**config.mk**
```make
export PLATFORM = sky130hd
export DESIGN_NAME = pc_sequencer_flat
export DESIGN_NICKNAME = d
export VERILOG_FILES = /design/src/rtl/pc_sequencer_if.sv /design/src/rtl/pc_sequencer.sv /design/src/flat_wrapper.sv
export SDC_FILE = /design/constraint.sdc
export NUM_CORES = 1
export LEC_CHECK = 0
export ABC_AREA = 1
export CAP_MARGIN = 0
export CORE_ASPECT_RATIO = 1.75
export CORE_MARGIN = 4
export CORE_UTILIZATION = 42
export CTS_BUF_LIST = sky130_fd_sc_hd__clkbuf_8
export CTS_CLUSTER_SIZE = 25
export DETAILED_ROUTE_END_ITERATION = 6
export PLACE_DENSITY = 0.95
export SYNTH_ARGS = -nofsm -noshare
export SYNTH_HDL_FRONTEND = slang
export SYNTH_SLANG_ARGS = --single-unit
```
**constraint.sdc**
```tcl
create_clock -name clk -period 2.1 [get_ports clk]
set_input_delay 0.42 -clock clk [delete_from_list [all_inputs] [get_ports clk]]
set_output_delay 0.42 -clock clk [all_outputs]
set_load 0.01 [all_outputs]
```
**src/rtl/pc_sequencer_if.sv**
```systemverilog
// Control/status bundle between the EX/ID stage and the IF next-PC sequencer.
// The master side (pipeline control) drives the requests; the slave side
// (pc_sequencer) returns the fetch address and the pipeline control outputs.
interface pc_sequencer_if #(
    parameter int PC_W = 13
);
    logic            stall_i;
    logic            branch_taken_i;
    logic [PC_W-1:0] branch_target_i;
    logic            jump_i;
    logic [PC_W-1:0] jump_target_i;
    logic            halt_i;
    logic            resume_i;
    logic            irq_i;
    logic            eret_i;
    logic [PC_W-1:0] pc_o;
    logic [PC_W-1:0] pc_next_o;
    logic            pc_write_o;
    logic            flush_o;
    logic            halted_o;
    logic            irq_ack_o;
    logic [PC_W-1:0] epc_o;

    modport master (
        output stall_i, branch_taken_i, branch_target_i, jump_i, jump_target_i,
               halt_i, resume_i, irq_i, eret_i,
        input  pc_o, pc_next_o, pc_write_o, flush_o, halted_o, irq_ack_o, epc_o
    );

    modport slave (
        input  stall_i, branch_taken_i, branch_target_i, jump_i, jump_target_i,
               halt_i, resume_i, irq_i, eret_i,
        output pc_o, pc_next_o, pc_write_o, flush_o, halted_o, irq_ack_o, epc_o
    );
endinterface

```
**src/rtl/pc_sequencer.sv**
```systemverilog
// Next-PC sequencer for the MUSA IF stage.
// Owns the fetch address register, chooses the next fetch address
// (sequential / branch / jump / eret / irq vector), raises a one-cycle flush
// after every redirect and holds the PC at RESET_VECTOR for BOOT_CYCLES after
// reset. Interrupt vectoring and eret are compiled in only when the macro
// PCSEQ_IRQ_EN is defined; otherwise irq_i/eret_i are ignored and
// irq_ack_o/epc_o read as zero.
module pc_sequencer #(
    parameter int              PC_W         = 13,
    parameter logic [PC_W-1:0] RESET_VECTOR = {PC_W{1'b0}},
    parameter logic [PC_W-1:0] IRQ_VECTOR   = PC_W'(13'h0100),
    parameter int              BOOT_CYCLES  = 2
) (
    input logic           clk,
    input logic           reset,
    pc_sequencer_if.slave bus
);
    localparam int CNT_W = $clog2(BOOT_CYCLES + 1) + 1;

    localparam logic [1:0] ST_BOOT  = 2'd0;
    localparam logic [1:0] ST_RUN   = 2'd1;
    localparam logic [1:0] ST_FLUSH = 2'd2;
    localparam logic [1:0] ST_HALT  = 2'd3;

    logic [1:0]      state_q, state_d;
    logic [CNT_W-1:0] boot_cnt_q, boot_cnt_d;
    logic [PC_W-1:0] pc_q;
    logic            flush_q;
    logic            halted_q;
    logic [PC_W-1:0] pc_next_s;
    logic            pc_write_s;
    logic            redirect_s;
    logic            take_irq_s;
    logic            take_eret_s;
    logic            irq_ok_s;
    logic            eret_ok_s;
    logic            boot_last_s;
    logic [PC_W-1:0] epc_s;

    // Boot ends on the edge that completes BOOT_CYCLES cycles (or the first edge if zero).
    assign boot_last_s = ((32'(boot_cnt_q) + 32'd1) >= 32'(BOOT_CYCLES));

`ifdef PCSEQ_IRQ_EN
    logic            in_handler_q;
    logic            irq_ack_q;
    logic [PC_W-1:0] epc_q;

    assign irq_ok_s  = bus.irq_i & ~in_handler_q;
    assign eret_ok_s = bus.eret_i;
    assign epc_s     = epc_q;

    // Interrupt bookkeeping: save return PC, track handler entry/exit, pulse ack.
    always_ff @(posedge clk) begin
        if (!reset) begin
            in_handler_q <= 1'b0;
            irq_ack_q    <= 1'b0;
            epc_q        <= {PC_W{1'b0}};
        end else begin
            irq_ack_q <= take_irq_s;
            if (take_irq_s) begin
                epc_q        <= pc_q;
                in_handler_q <= 1'b1;
            end else if (take_eret_s) begin
                in_handler_q <= 1'b0;
            end
        end
    end

    assign bus.irq_ack_o = irq_ack_q;
    assign bus.epc_o     = epc_q;
`else
    logic unused_irq_s;

    assign irq_ok_s      = 1'b0;
    assign eret_ok_s     = 1'b0;
    assign epc_s         = {PC_W{1'b0}};
    assign unused_irq_s  = bus.irq_i ^ bus.eret_i;
    assign bus.irq_ack_o = 1'b0;
    assign bus.epc_o     = {PC_W{1'b0}};
`endif

    // Next-PC selection, write enable and next state by redirect priority.
    always_comb begin
        state_d     = state_q;
        boot_cnt_d  = boot_cnt_q;
        pc_next_s   = pc_q;
        pc_write_s  = 1'b0;
        redirect_s  = 1'b0;
        take_irq_s  = 1'b0;
        take_eret_s = 1'b0;
        case (state_q)
            ST_BOOT: begin
                if (boot_last_s) begin
                    state_d = ST_RUN;
                end else begin
                    boot_cnt_d = boot_cnt_q + CNT_W'(1);
                end
            end
            ST_RUN, ST_FLUSH: begin
                if (irq_ok_s) begin
                    take_irq_s = 1'b1;
                    redirect_s = 1'b1;
                    pc_next_s  = IRQ_VECTOR;
                end else if (bus.jump_i) begin
                    redirect_s = 1'b1;
                    pc_next_s  = bus.jump_target_i;
                end else if (bus.branch_taken_i) begin
                    redirect_s = 1'b1;
                    pc_next_s  = bus.branch_target_i;
                end else if (eret_ok_s) begin
                    take_eret_s = 1'b1;
                    redirect_s  = 1'b1;
                    pc_next_s   = epc_s;
                end else if (bus.halt_i) begin
                    state_d = ST_HALT;
                end else if (bus.stall_i) begin
                    state_d = ST_RUN;
                end else begin
                    pc_next_s  = pc_q + PC_W'(1);
                    pc_write_s = 1'b1;
                    state_d    = ST_RUN;
                end
                if (redirect_s) begin
                    pc_write_s = 1'b1;
                    state_d    = ST_FLUSH;
                end else begin
                    pc_write_s = pc_write_s;
                end
            end
            ST_HALT: begin
                if (irq_ok_s) begin
                    take_irq_s = 1'b1;
                    redirect_s = 1'b1;
                    pc_next_s  = IRQ_VECTOR;
                    pc_write_s = 1'b1;
                    state_d    = ST_FLUSH;
                end else if (bus.resume_i) begin
                    state_d = ST_RUN;
                end else begin
                    state_d = ST_HALT;
                end
            end
            default: begin
                state_d = ST_BOOT;
            end
        endcase
    end

    // Core sequencer state: FSM, boot counter, PC register and status flags.
    always_ff @(posedge clk) begin
        if (!reset) begin
            state_q    <= ST_BOOT;
            boot_cnt_q <= {CNT_W{1'b0}};
            pc_q       <= RESET_VECTOR;
            flush_q    <= 1'b0;
            halted_q   <= 1'b0;
        end else begin
            state_q    <= state_d;
            boot_cnt_q <= boot_cnt_d;
            flush_q    <= redirect_s;
            halted_q   <= (state_d == ST_HALT);
            if (pc_write_s) begin
                pc_q <= pc_next_s;
            end
        end
    end

    assign bus.pc_o       = pc_q;
    assign bus.pc_next_o  = pc_next_s;
    assign bus.pc_write_o = pc_write_s;
    assign bus.flush_o    = flush_q;
    assign bus.halted_o   = halted_q;
endmodule
```
**src/flat_wrapper.sv**
```systemverilog
// flat-port wrapper written by rule: the top's interface ports become plain ports
module pc_sequencer_flat 
#(
    parameter int              PC_W         = 13,
    parameter logic [PC_W-1:0] RESET_VECTOR = {PC_W{1'b0}},
    parameter logic [PC_W-1:0] IRQ_VECTOR   = PC_W'(13'h0100),
    parameter int              BOOT_CYCLES  = 2
)
  (clk, reset, bus_stall_i, bus_branch_taken_i, bus_branch_target_i, bus_jump_i, bus_jump_target_i, bus_halt_i, bus_resume_i, bus_irq_i, bus_eret_i, bus_pc_o, bus_pc_next_o, bus_pc_write_o, bus_flush_o, bus_halted_o, bus_irq_ack_o, bus_epc_o);
  pc_sequencer_if #(.PC_W(PC_W)) bus_i ();
  input logic clk;
  input logic reset;
  input wire logic [$bits(bus_i.stall_i)-1:0] bus_stall_i;
  input wire logic [$bits(bus_i.branch_taken_i)-1:0] bus_branch_taken_i;
  input wire logic [$bits(bus_i.branch_target_i)-1:0] bus_branch_target_i;
  input wire logic [$bits(bus_i.jump_i)-1:0] bus_jump_i;
  input wire logic [$bits(bus_i.jump_target_i)-1:0] bus_jump_target_i;
  input wire logic [$bits(bus_i.halt_i)-1:0] bus_halt_i;
  input wire logic [$bits(bus_i.resume_i)-1:0] bus_resume_i;
  input wire logic [$bits(bus_i.irq_i)-1:0] bus_irq_i;
  input wire logic [$bits(bus_i.eret_i)-1:0] bus_eret_i;
  output wire logic [$bits(bus_i.pc_o)-1:0] bus_pc_o;
  output wire logic [$bits(bus_i.pc_next_o)-1:0] bus_pc_next_o;
  output wire logic [$bits(bus_i.pc_write_o)-1:0] bus_pc_write_o;
  output wire logic [$bits(bus_i.flush_o)-1:0] bus_flush_o;
  output wire logic [$bits(bus_i.halted_o)-1:0] bus_halted_o;
  output wire logic [$bits(bus_i.irq_ack_o)-1:0] bus_irq_ack_o;
  output wire logic [$bits(bus_i.epc_o)-1:0] bus_epc_o;
  assign bus_i.stall_i = bus_stall_i;
  assign bus_i.branch_taken_i = bus_branch_taken_i;
  assign bus_i.branch_target_i = bus_branch_target_i;
  assign bus_i.jump_i = bus_jump_i;
  assign bus_i.jump_target_i = bus_jump_target_i;
  assign bus_i.halt_i = bus_halt_i;
  assign bus_i.resume_i = bus_resume_i;
  assign bus_i.irq_i = bus_irq_i;
  assign bus_i.eret_i = bus_eret_i;
  assign bus_pc_o = bus_i.pc_o;
  assign bus_pc_next_o = bus_i.pc_next_o;
  assign bus_pc_write_o = bus_i.pc_write_o;
  assign bus_flush_o = bus_i.flush_o;
  assign bus_halted_o = bus_i.halted_o;
  assign bus_irq_ack_o = bus_i.irq_ack_o;
  assign bus_epc_o = bus_i.epc_o;
  pc_sequencer #(.PC_W(PC_W), .RESET_VECTOR(RESET_VECTOR), .IRQ_VECTOR(IRQ_VECTOR), .BOOT_CYCLES(BOOT_CYCLES)) u_core (.clk(clk), .reset(reset), .bus(bus_i));
endmodule
```
==> results of run 1 <==
tightest hold or removal path, stage by stage (launching register included):
cell	delay (ns)
dfxtp_1	0.33
nand3_1	0.08
inv_1	0.04
cell usage after synthesis:
| master | number | area share |
|---|---|---|
| nand2_1 | 61 | 0.14 |
| inv_1 | 24 | 0.057 |
| dfxtp_1 | 20 | 0.25 |
| a21oi_1 | 17 | 0.053 |
| nand3_1 | 17 | 0.053 |
| buf_4 | 15 | 0.071 |
| nor2_1 | 10 | 0.024 |
| o21ai_0 | 7 | 0.022 |
| o221a_2 | 7 | 0.049 |
| ha_1 | 6 | 0.047 |
| nor2_2 | 6 | 0.024 |
| a21oi_2 | 5 | 0.027 |
| inv_2 | 4 | 0.0094 |
| nand2_2 | 3 | 0.012 |
| nand3b_1 | 3 | 0.014 |
| nand4_1 | 3 | 0.012 |
| o221ai_1 | 3 | 0.016 |
| buf_2 | 2 | 0.0063 |
| clkbuf_1 | 2 | 0.0047 |
| nor2_4 | 2 | 0.014 |
| a211oi_1 | 1 | 0.0047 |
| a21o_1 | 1 | 0.0047 |
| a221oi_2 | 1 | 0.0094 |
| a22oi_1 | 1 | 0.0047 |
| a31oi_1 | 1 | 0.0039 |
| buf_6 | 1 | 0.0071 |
| clkinv_1 | 1 | 0.0024 |
| conb_1 | 1 | 0.0024 |
| nand2_4 | 1 | 0.0071 |
| nand3_2 | 1 | 0.0063 |
| nor3_1 | 1 | 0.0031 |
| nor3_4 | 1 | 0.010 |
| o21ai_1 | 1 | 0.0031 |
| o21ai_2 | 1 | 0.0055 |
| or2_1 | 1 | 0.0039 |
| xnor2_1 | 1 | 0.0055 |
| xor2_1 | 1 | 0.0055 |
flip-flops by register name (all words and copies together) (netlist names):
signal               cells
u_core.state_q           2
u_core.bus.pc_o         13
u_core.boot_cnt_q        3
u_core.bus.halted_o      1
u_core.bus.flush_o       1
power by group through the flow:
| stage | Combinational (mW) | Clock [mW] | Sequential (mW) |
|---|---|---|---|
| 2_1_floorplan | 0.820 | 0 | 0.672 |
| 3_3_place_gp | 2.00 | 0 | 0.611 |
| 4_1_cts | 2.07 | 0.268 | 0.634 |
| 5_1_grt | 2.39 | 0.281 | 0.673 |
| 3_5_place_dp | 2.06 | 0 | 0.621 |
| 6_report | 2.23 | 0.271 | 0.666 |
per-layer routing:
layer	up-vias	track usage	wire length [um]
li1	986	-	-
met1	998	0.261	2280
met2	108	0.495	3630
met3	32	0.0518	296
met4	0	0.202	359
met5	-	0	0
what timing repair did:
| action | in CTS | in global routing |
|---|---|---|
| endpoints found under the hold margin | 0 | 0 |
| pin swaps | 12 | 18 |
| setup buffers | 9 | 7 |
| gates resized for setup | 88 | 33 |
| setup endpoints to repair | 14 | 14 |
layout make-up:
class	instances	area, um2
multi-input cells	178	1130
repair buffers	120	1060
fillers	229	810
flip-flops and latches	20	412
inverters	29	119
well taps	46	57.6
clock buffers	3	41.3
worst paths after layout:
kind	slack [ns]	end
setup / recovery	-0.009	bus_pc_next_o[12]
setup reg to reg	0.43	u_core.bus.pc_o[4]
hold reg to reg	0.49	u_core.boot_cnt_q[2]
hold / removal	0.49	u_core.boot_cnt_q[2]
metrics by stage:
stage	worst slack (ns)	std cells	power, mW	instance area, um2	hold WS (ns)
after floorplan	0.323	247	1.49	1640	0.443
after global placement	-0.501	378	2.61	2550	0.460
after detailed placement	-0.582	378	2.68	2550	0.471
after CTS	-0.00738	390	2.98	2690	0.484
after global routing	-0.0884	396	3.35	2820	0.529
final	-0.00909	396	3.17	2820	0.486
kinds of logic (layout without fill, tap and decap cells):
group | count (synthesis) | count (layout)
compound gates | 46 | 46
xor+xnor | 2 | 2
fa+ha+maj | 6 | 6
buf+inv | 49 | 152
flops | 20 | 20
other cells | 1 | 14
simple gates | 110 | 110
==> flow_metrics.tcl, run 1 <==
set metrics [dict create \
    post_drt_wl_per_cell_um 16.6 \
    post-route-util 0.777 \
    nets 393 \
    synth.avg_cell_area_um2 6.81 \
    yosysWarnings 0 \
    yosysSeqAreaShare 0.251 \
    switchingPower_mw 1.36 \
    insertion_delay_ns 0.28 \
    rsz0062_at_grt "yes" \
    setup_ws_ns -0.00909 \
    crit_path_start_kind "register" \
    finalWirelength_mm 6.56 \
    portBuffers 61 \
    crit_chain "ha_4 -> nand2_4 -> nor2_4 -> buf_4 -> nand4_1 -> nand2_1 -> nand3_1 -> nand2_2 -> nand2_1 -> buf_2" \
    syn_area_um2 1590 \
    grt_usage 0.275 \
    cts_hold_buffers 0 \
    internal-power_mw 1.80 \
    grt_pass1_wl_mm 9.81 \
    startpoint "u_core.bus.pc_o[1]" \
    setup_violations 2 \
    cp.arrival_ns 1.69 \
    postRouteAntennaNets 0 \
    muxShareOfSynthArea 0 \
    tns_ns -0.0149 \
    core-area_um2 3630 \
    ys_ff_latch 20 \
    firstDrtPassIters 4 \
    r2r_cells 9 \
    maxCapViolCount 0 \
    synth_top_family_by_area "simple AND/OR/NAND/NOR gates" \
    grt_pass1_vias 2191 \
    p_comb_frac 0.704 \
    crit_buf_inv 2 \
    vias_per_cell 5.36 \
    grt_overflow 0 \
    crit_family "simple AND/OR/NAND/NOR gates" \
    ir_drop_uv 787 \
    min_period_ns 2.11 \
    yosys.area_share.simple 0.327 \
    die-height_um 89.5 \
    critPathMaxStageDelay_ns 0.37 \
    num_antenna_cells 0 \
    first_iter_violations 122 \
    seq_power_share 0.210 \
    p_per_area_nw_per_um2 1120 \
    cts_max_path_buffers 2 \
    area_delta_synth_final_pct 76.8 \
    synth_compound_area_frac 0.205 \
    violations "negative setup slack" \
    r2r_start "u_core.state_q[0]" \
    ioPinCount 78 \
    drc_errors 0 \
    synth_fa_ha_area_frac 0.0471 \
    cp_num_cells 10 \
    swShare 0.430 \
    most-common-layout-cells "nand2_1 (55), buf_4 (48), clkdlybuf4s50_1 (43), inv_1 (17), a21oi_1 (15)" \
    fmax_mhz 474 \
    synth_xor_area_frac 0.0110 \
    required_ns 1.68 \
    cp_max_fo 3 \
    skew_ns 0.00940 \
    layout-drive-gt1-share 0.411 \
    place.gp.congestion 0.850 \
    worst_setup_path_end_kind "output port" \
    p_leak_nw 1.31 \
    path_common_cell "nand2_1" \
    slowest_stage "dfxtp_2" \
    initial_utilization 0.439 \
    status "finished with violations" \
    num_rows 29 \
    timing.final.crit_share 1.00 \
    min_path_type "reg -> reg" \
    cts_buffers 3 \
    htree_num_levels 1 \
    cts_tree "built" \
    clk_pin_slew_worst_paths_ns 0.08 \
    route.vias.total 2124 \
    p_clk_frac 0.086 \
    final_common_cell "nand2_1" \
    whs_path_depth 2 \
    crit_type "reg -> out" \
    min_from "u_core.boot_cnt_q[2]" \
    antenna_found_initial 0 \
    netlist_instances 234 \
    maxSlewViolCount 0 \
    grt_max_degree 13 \
    finalHoldViolCount 0 \
    cts.sinks 20 \
    post-dp-hpwl_mm 4.46 \
    die-area_um2 4880 \
    synth_cell_types 37 \
    fp.dieW_um 54.6 \
    cts_root_buffer "clkbuf_8" \
]
Power figures use the tool's default switching activity.
==> inputs of run 2 (changes only) <==
--- a/config.mk
+++ b/config.mk
@@ -9,11 +9,13 @@
 export CAP_MARGIN = 0
 export CORE_ASPECT_RATIO = 1.75
 export CORE_MARGIN = 4
-export CORE_UTILIZATION = 42
+export CORE_UTILIZATION = 50
 export CTS_BUF_LIST = sky130_fd_sc_hd__clkbuf_8
 export CTS_CLUSTER_SIZE = 25
 export DETAILED_ROUTE_END_ITERATION = 6
-export PLACE_DENSITY = 0.95
+export DONT_BUFFER_PORTS = 1
+export PLACE_DENSITY = 0.77
+export SLEW_MARGIN = 20
 export SYNTH_ARGS = -nofsm -noshare
 export SYNTH_HDL_FRONTEND = slang
 export SYNTH_SLANG_ARGS = --single-unit
==> run 2 against run 1 <==
Compared with the run above:
- worst setup slack improved by 0.13 ns
- sequential share of layout area rose by 8.6 points
- critical path type unchanged
- via count fell by 27%
- core utilization fell by 19 points
- maximum frequency rose by 6.3%
- power fell by 30%
- wire length fell by 37%
- largest power group unchanged
- first-iteration DRC count fell by 55%
- the run now ends clean
- combinational power fell by 46%
==> flow_metrics.tcl, run 2 (same netlist as run 1, synthesis figures left out) <==
set metrics [dict create \
    nets 287 \
    post-dp-hpwl_mm 3.29 \
    most-common-layout-cells "nand2_1 (60), inv_1 (24), nand3_1 (17), a21oi_1 (17)" \
    maxCapViolCount 0 \
    crit_family "flip-flops" \
    largest_reg_flops 13 \
    initial_utilization 0.533 \
    clk_pin_slew_worst_paths_ns 0.08 \
    setup_ws_ns 0.117 \
    num_antenna_cells 0 \
    finalHoldViolCount 0 \
    cp.arrival_ns 1.56 \
    skew_ns 0.00261 \
    die-area_um2 4190 \
    place.gp.congestion 0.909 \
    timing.final.crit_share 0.944 \
    cp_max_fo 7 \
    min_period_ns 1.98 \
    dp.cells 282 \
    fmax_mhz 504 \
    postRouteAntennaNets 0 \
    status "completed" \
    grt_usage 0.199 \
    grt_max_degree 12 \
    tns_ns 0 \
    htree_num_levels 1 \
    crit_path_start_kind "register" \
    maxSlewViolCount 0 \
    cts_max_path_buffers 2 \
    slowest_stage "dfxtp_2" \
    core-area_um2 2990 \
    cts_root_buffer "clkbuf_8" \
    cts_tree "built" \
    cts.sinks 20 \
    hold_slack_ns 0.283 \
    crit_buf_inv 2 \
    firstDrtPassIters 4 \
    route.vias.total 1553 \
    setup_violations 0 \
    crit_type "reg -> out" \
    die-height_um 82.7 \
    dp_slack_ns 0.198 \
    required_ns 1.68 \
    min_path_type "in -> reg" \
    grt_pass1_vias 1455 \
    cts_buffers 3 \
    finalWirelength_mm 4.13 \
    fp.dieW_um 50.7 \
    p_per_area_nw_per_um2 1250 \
    portBuffers 0 \
    ioPinCount 78 \
    rsz0062_at_grt "no" \
    critPathMaxStageDelay_ns 0.33 \
    final_common_cell "nand2_1" \
    fin_cells 287 \
    insertion_delay_ns 0.26 \
    p_leak_nw 0.784 \
    post_drt_wl_per_cell_um 14.4 \
    first_iter_violations 55 \
    area_delta_synth_final_pct 10.8 \
    final_area_um2 1770 \
    grt_overflow 0 \
    ir_drop_uv 789 \
    vias_per_cell 5.41 \
    worst_setup_path_end_kind "output port" \
    crit_chain "inv_1 -> ha_4 -> buf_4 -> o221ai_1 -> a21o_1 -> nand2_2" \
    antenna_found_initial 0 \
    num_rows 26 \
    layout-drive-gt1-share 0.249 \
    drc_errors 0 \
    post_dp_cell_area_um2 1650 \
    grt_pass1_wl_mm 6.44 \
]
==> run 2: routing by layer <==
layer | up-vias | global-route usage | wire [um]
met5 | - | 0 | 0
met4 | 0 | 0.111 | 124
met3 | 13 | 0.0521 | 323
met2 | 57 | 0.374 | 2240
met1 | 712 | 0.194 | 1440
li1 | 771 | - | -
==> run 2: area by class of cell <==
class / instances / area (um2)
Timing Repair Buffer: 14 / 118
Multi-Input combinational cell: 178 / 1020
Fill cell: 299 / 1230
Clock buffer: 4 / 55.1
Sequential cell: 20 / 410
Tap cell: 42 / 52.6
Inverter: 29 / 109
==> run 2: timing repair <==
item                                    in CTS  in global routing
buffers inserted                             0                  1
hold buffers                                 0                  0
pin swaps                                    0                  1
endpoints found under the setup margin      12                  9
resized for setup                            3                 12
==> run 2: per-stage QoR <==
step	power [mW]	utilization
3_5_place_dp	1.80	0.552
6_report	2.21	0.590
2_1_floorplan	1.49	-
5_1_grt	2.39	0.590
4_1_cts	2.13	0.575
3_3_place_gp	1.78	0.552
==> run 2: path summary, 6_finish.rpt <==
path,from,endpoint,slack (ns),cells after the start
hold reg to reg,u_core.boot_cnt_q[2],u_core.boot_cnt_q[2],0.47,2
setup / recovery,u_core.state_q[0],bus_pc_next_o[4],0.12,6
setup reg to reg,u_core.state_q[0],u_core.bus.pc_o[6],0.55,6
hold / removal,reset,u_core.boot_cnt_q[2],0.28,2
==> run 2: report_power, final <==
part           switching (mW)  internal (mW)
clock                   0.141          0.167
sequential              0.173          0.513
combinational           0.715          0.498
==> run 2: worst register-to-register path: cells and delay by family (launching register included) <==
family,cells,cell delay [ns]
compound gates,3,0.65
flops,1,0.33
fa+ha+maj,1,0.32
buf+inv,2,0.18
==> inputs of run 3 (changes only) <==
==> constraint.sdc (replaced) <==
create_clock -name clk -period 2.1 [get_ports clk]
set_input_delay 0.21 -clock clk [delete_from_list [all_inputs] [get_ports clk]]
set_output_delay 0.21 -clock clk [all_outputs]
set_load 0.01 [all_outputs]
==> run 3 against run 2 <==
Compared with the run above:
- wire length down 0.53%
- non-clock buffer count down 7
- final cell count down 2.8%
- worst hold slack worse by 0.21 ns
- clock power down 16%
- count of clock-buffer cells in the layout down 1
- register-to-register slack about the same
- global-route usage up 0.81 points
- die area unchanged
- sequential cell count unchanged
- first-iteration DRC count down 33%
==> flow_metrics.tcl, run 3 (same netlist as run 1, synthesis figures left out) <==
set metrics [dict create \
    status "completed" \
    postRouteAntennaNets 0 \
    worst-slew-pin-transition_ns 0.629 \
    route.vias.total 1534 \
    most-common-layout-cells "nand2_1 (61), inv_1 (24), dfxtp_1 (19), nand3_1 (17), a21oi_1 (16)" \
    fp.dieW_um 50.7 \
    post_dp_cell_area_um2 1610 \
    r2r_cells 8 \
    slew_headroom 0.580 \
    initial_utilization 0.533 \
    met3_length_um 255 \
    num_antenna_cells 0 \
    die-area_um2 4190 \
    die-height_um 82.7 \
    crit_type "reg -> out" \
    grt_overflow 0 \
    min_period_ns 1.92 \
    final_common_cell "nand2_1" \
    grt_max_degree 17 \
    r2r_end "u_core.bus.pc_o[1]" \
    core-area_um2 2990 \
    largest_reg_flops 13 \
    ioPinCount 78 \
    wl_met2_mm 2.31 \
    num_rows 26 \
    cts_tree "built" \
    grt_pass1_vias 1524 \
    maxCapViolCount 0 \
    setup_violations 0 \
    cp.arrival_ns 1.71 \
    multi_input_area_um2 996 \
    post_drt_wl_per_cell_um 14.7 \
    skew_ns 0.00172 \
    nets 280 \
    p_per_area_nw_per_um2 1200 \
    worst_setup_path_end_kind "output port" \
    crit_path_start_kind "register" \
    tns_ns 0 \
    rsz0062_at_grt "no" \
    layout-drive-gt1-share 0.186 \
    drt-met1-wl_mm 1.43 \
    cp_max_fo 10 \
    maxSlewViolCount 0 \
    clk_pin_slew_worst_paths_ns 0.07 \
    timing.final.crit_share 0.914 \
    portBuffers 0 \
    min_path_type "in -> reg" \
    ir_drop_uv 1040 \
    r2r_start "u_core.state_q[1]" \
    grt_usage 0.207 \
    min_from "reset" \
    whs_path_depth 2 \
    first_iter_violations 37 \
    firstDrtPassIters 4 \
    cts_setup_buffers 0 \
    fill_cells 317 \
    vias_per_cell 5.50 \
    htree_num_levels 1 \
    rrSetupSlack_ns 0.55 \
    drc_errors 0 \
    cts_max_path_buffers 2 \
    cts_root_buffer "clkbuf_8" \
    antenna_found_initial 0 \
    required_ns 1.89 \
    place.gp.congestion 0.896 \
    grt_pass1_wl_mm 6.67 \
    p_leak_nw 0.738 \
    final_area_um2 1650 \
    area_delta_synth_final_pct 3.69 \
    post-dp-hpwl_mm 3.24 \
    holdPathEnd "u_core.boot_cnt_q[1]" \
    top_layer "met4" \
    fmax_mhz 521 \
    regArea_um2 402 \
    insertion_delay_ns 0.26 \
    cts.sinks 20 \
    finalHoldViolCount 0 \
    cts_buffers 3 \
    finalWirelength_mm 4.11 \
]
run 3: cell types whose count changed in the layout (fill, tap and decap cells not counted), moves of 2 or more:
cell | previous run | this run
buf_4 | 13 | 7
dfxtp_1 | 14 | 19
dfxtp_2 | 5 | 1
ha_1 | 4 | 6
run 3: cell type report:
cell class / instances / area share
repair buffers: 7 / 0.0318
flip-flops and latches: 20 / 0.243
clock buffers: 3 / 0.0250
inverters: 29 / 0.0659
multi-input cells: 178 / 0.603
well taps: 42 / 0.0318
run 3: worst max-delay path by stage:
stage	from	to	slack, ns	cells after the start
floorplan	u_core.state_q[0]	bus_pc_next_o[10]	0.53	6
global placement	u_core.state_q[1]	bus_pc_next_o[1]	0.40	8
detailed placement	u_core.bus.pc_o[1]	bus_pc_next_o[6]	0.40	7
CTS	u_core.bus.pc_o[1]	bus_pc_next_o[6]	0.11	7
global route	u_core.bus.pc_o[1]	bus_pc_next_o[8]	0.04	8
finish	u_core.state_q[1]	bus_pc_next_o[4]	0.18	6
run 3: critical path, stage by stage, from the launching register on:
cell	delay, ns
dfxtp_1	0.36
inv_1	0.07
ha_1	0.36
buf_4	0.22
o221ai_1	0.13
a21o_1	0.20
nand2_1	0.12
run 3: metrics by stage:
stage | cells | power [mW] | hold WS [ns] | setup slack, ns | util
after floorplan | 247 | 1.49 | 0.339 | 0.533 | -
after global placement | 276 | 1.72 | 0.342 | 0.397 | 0.537
after detailed placement | 276 | 1.74 | 0.345 | 0.402 | 0.537
after CTS | 279 | 2.00 | 0.0745 | 0.111 | 0.551
after global routing | 279 | 2.17 | 0.0879 | 0.0426 | 0.552
final | 279 | 1.99 | 0.0752 | 0.181 | 0.552
run 3: power by group:
part | switching [mW] | total (mW) | internal [mW]
clock | 0.130 | 0.258 | 0.128
combinational | 0.659 | 1.04 | 0.379
sequential | 0.194 | 0.695 | 0.501
run 3: timing repair:
action                     CTS  global route
setup endpoints to repair    0             5
resized for setup            0             2
hold buffers                 0             0
run 3: routing by layer:
metal	vias to the layer above	GRT usage
li1	753	-
met1	712	0.196
met2	58	0.407
met3	11	0.0359
met4	0	0.121
met5	-	0
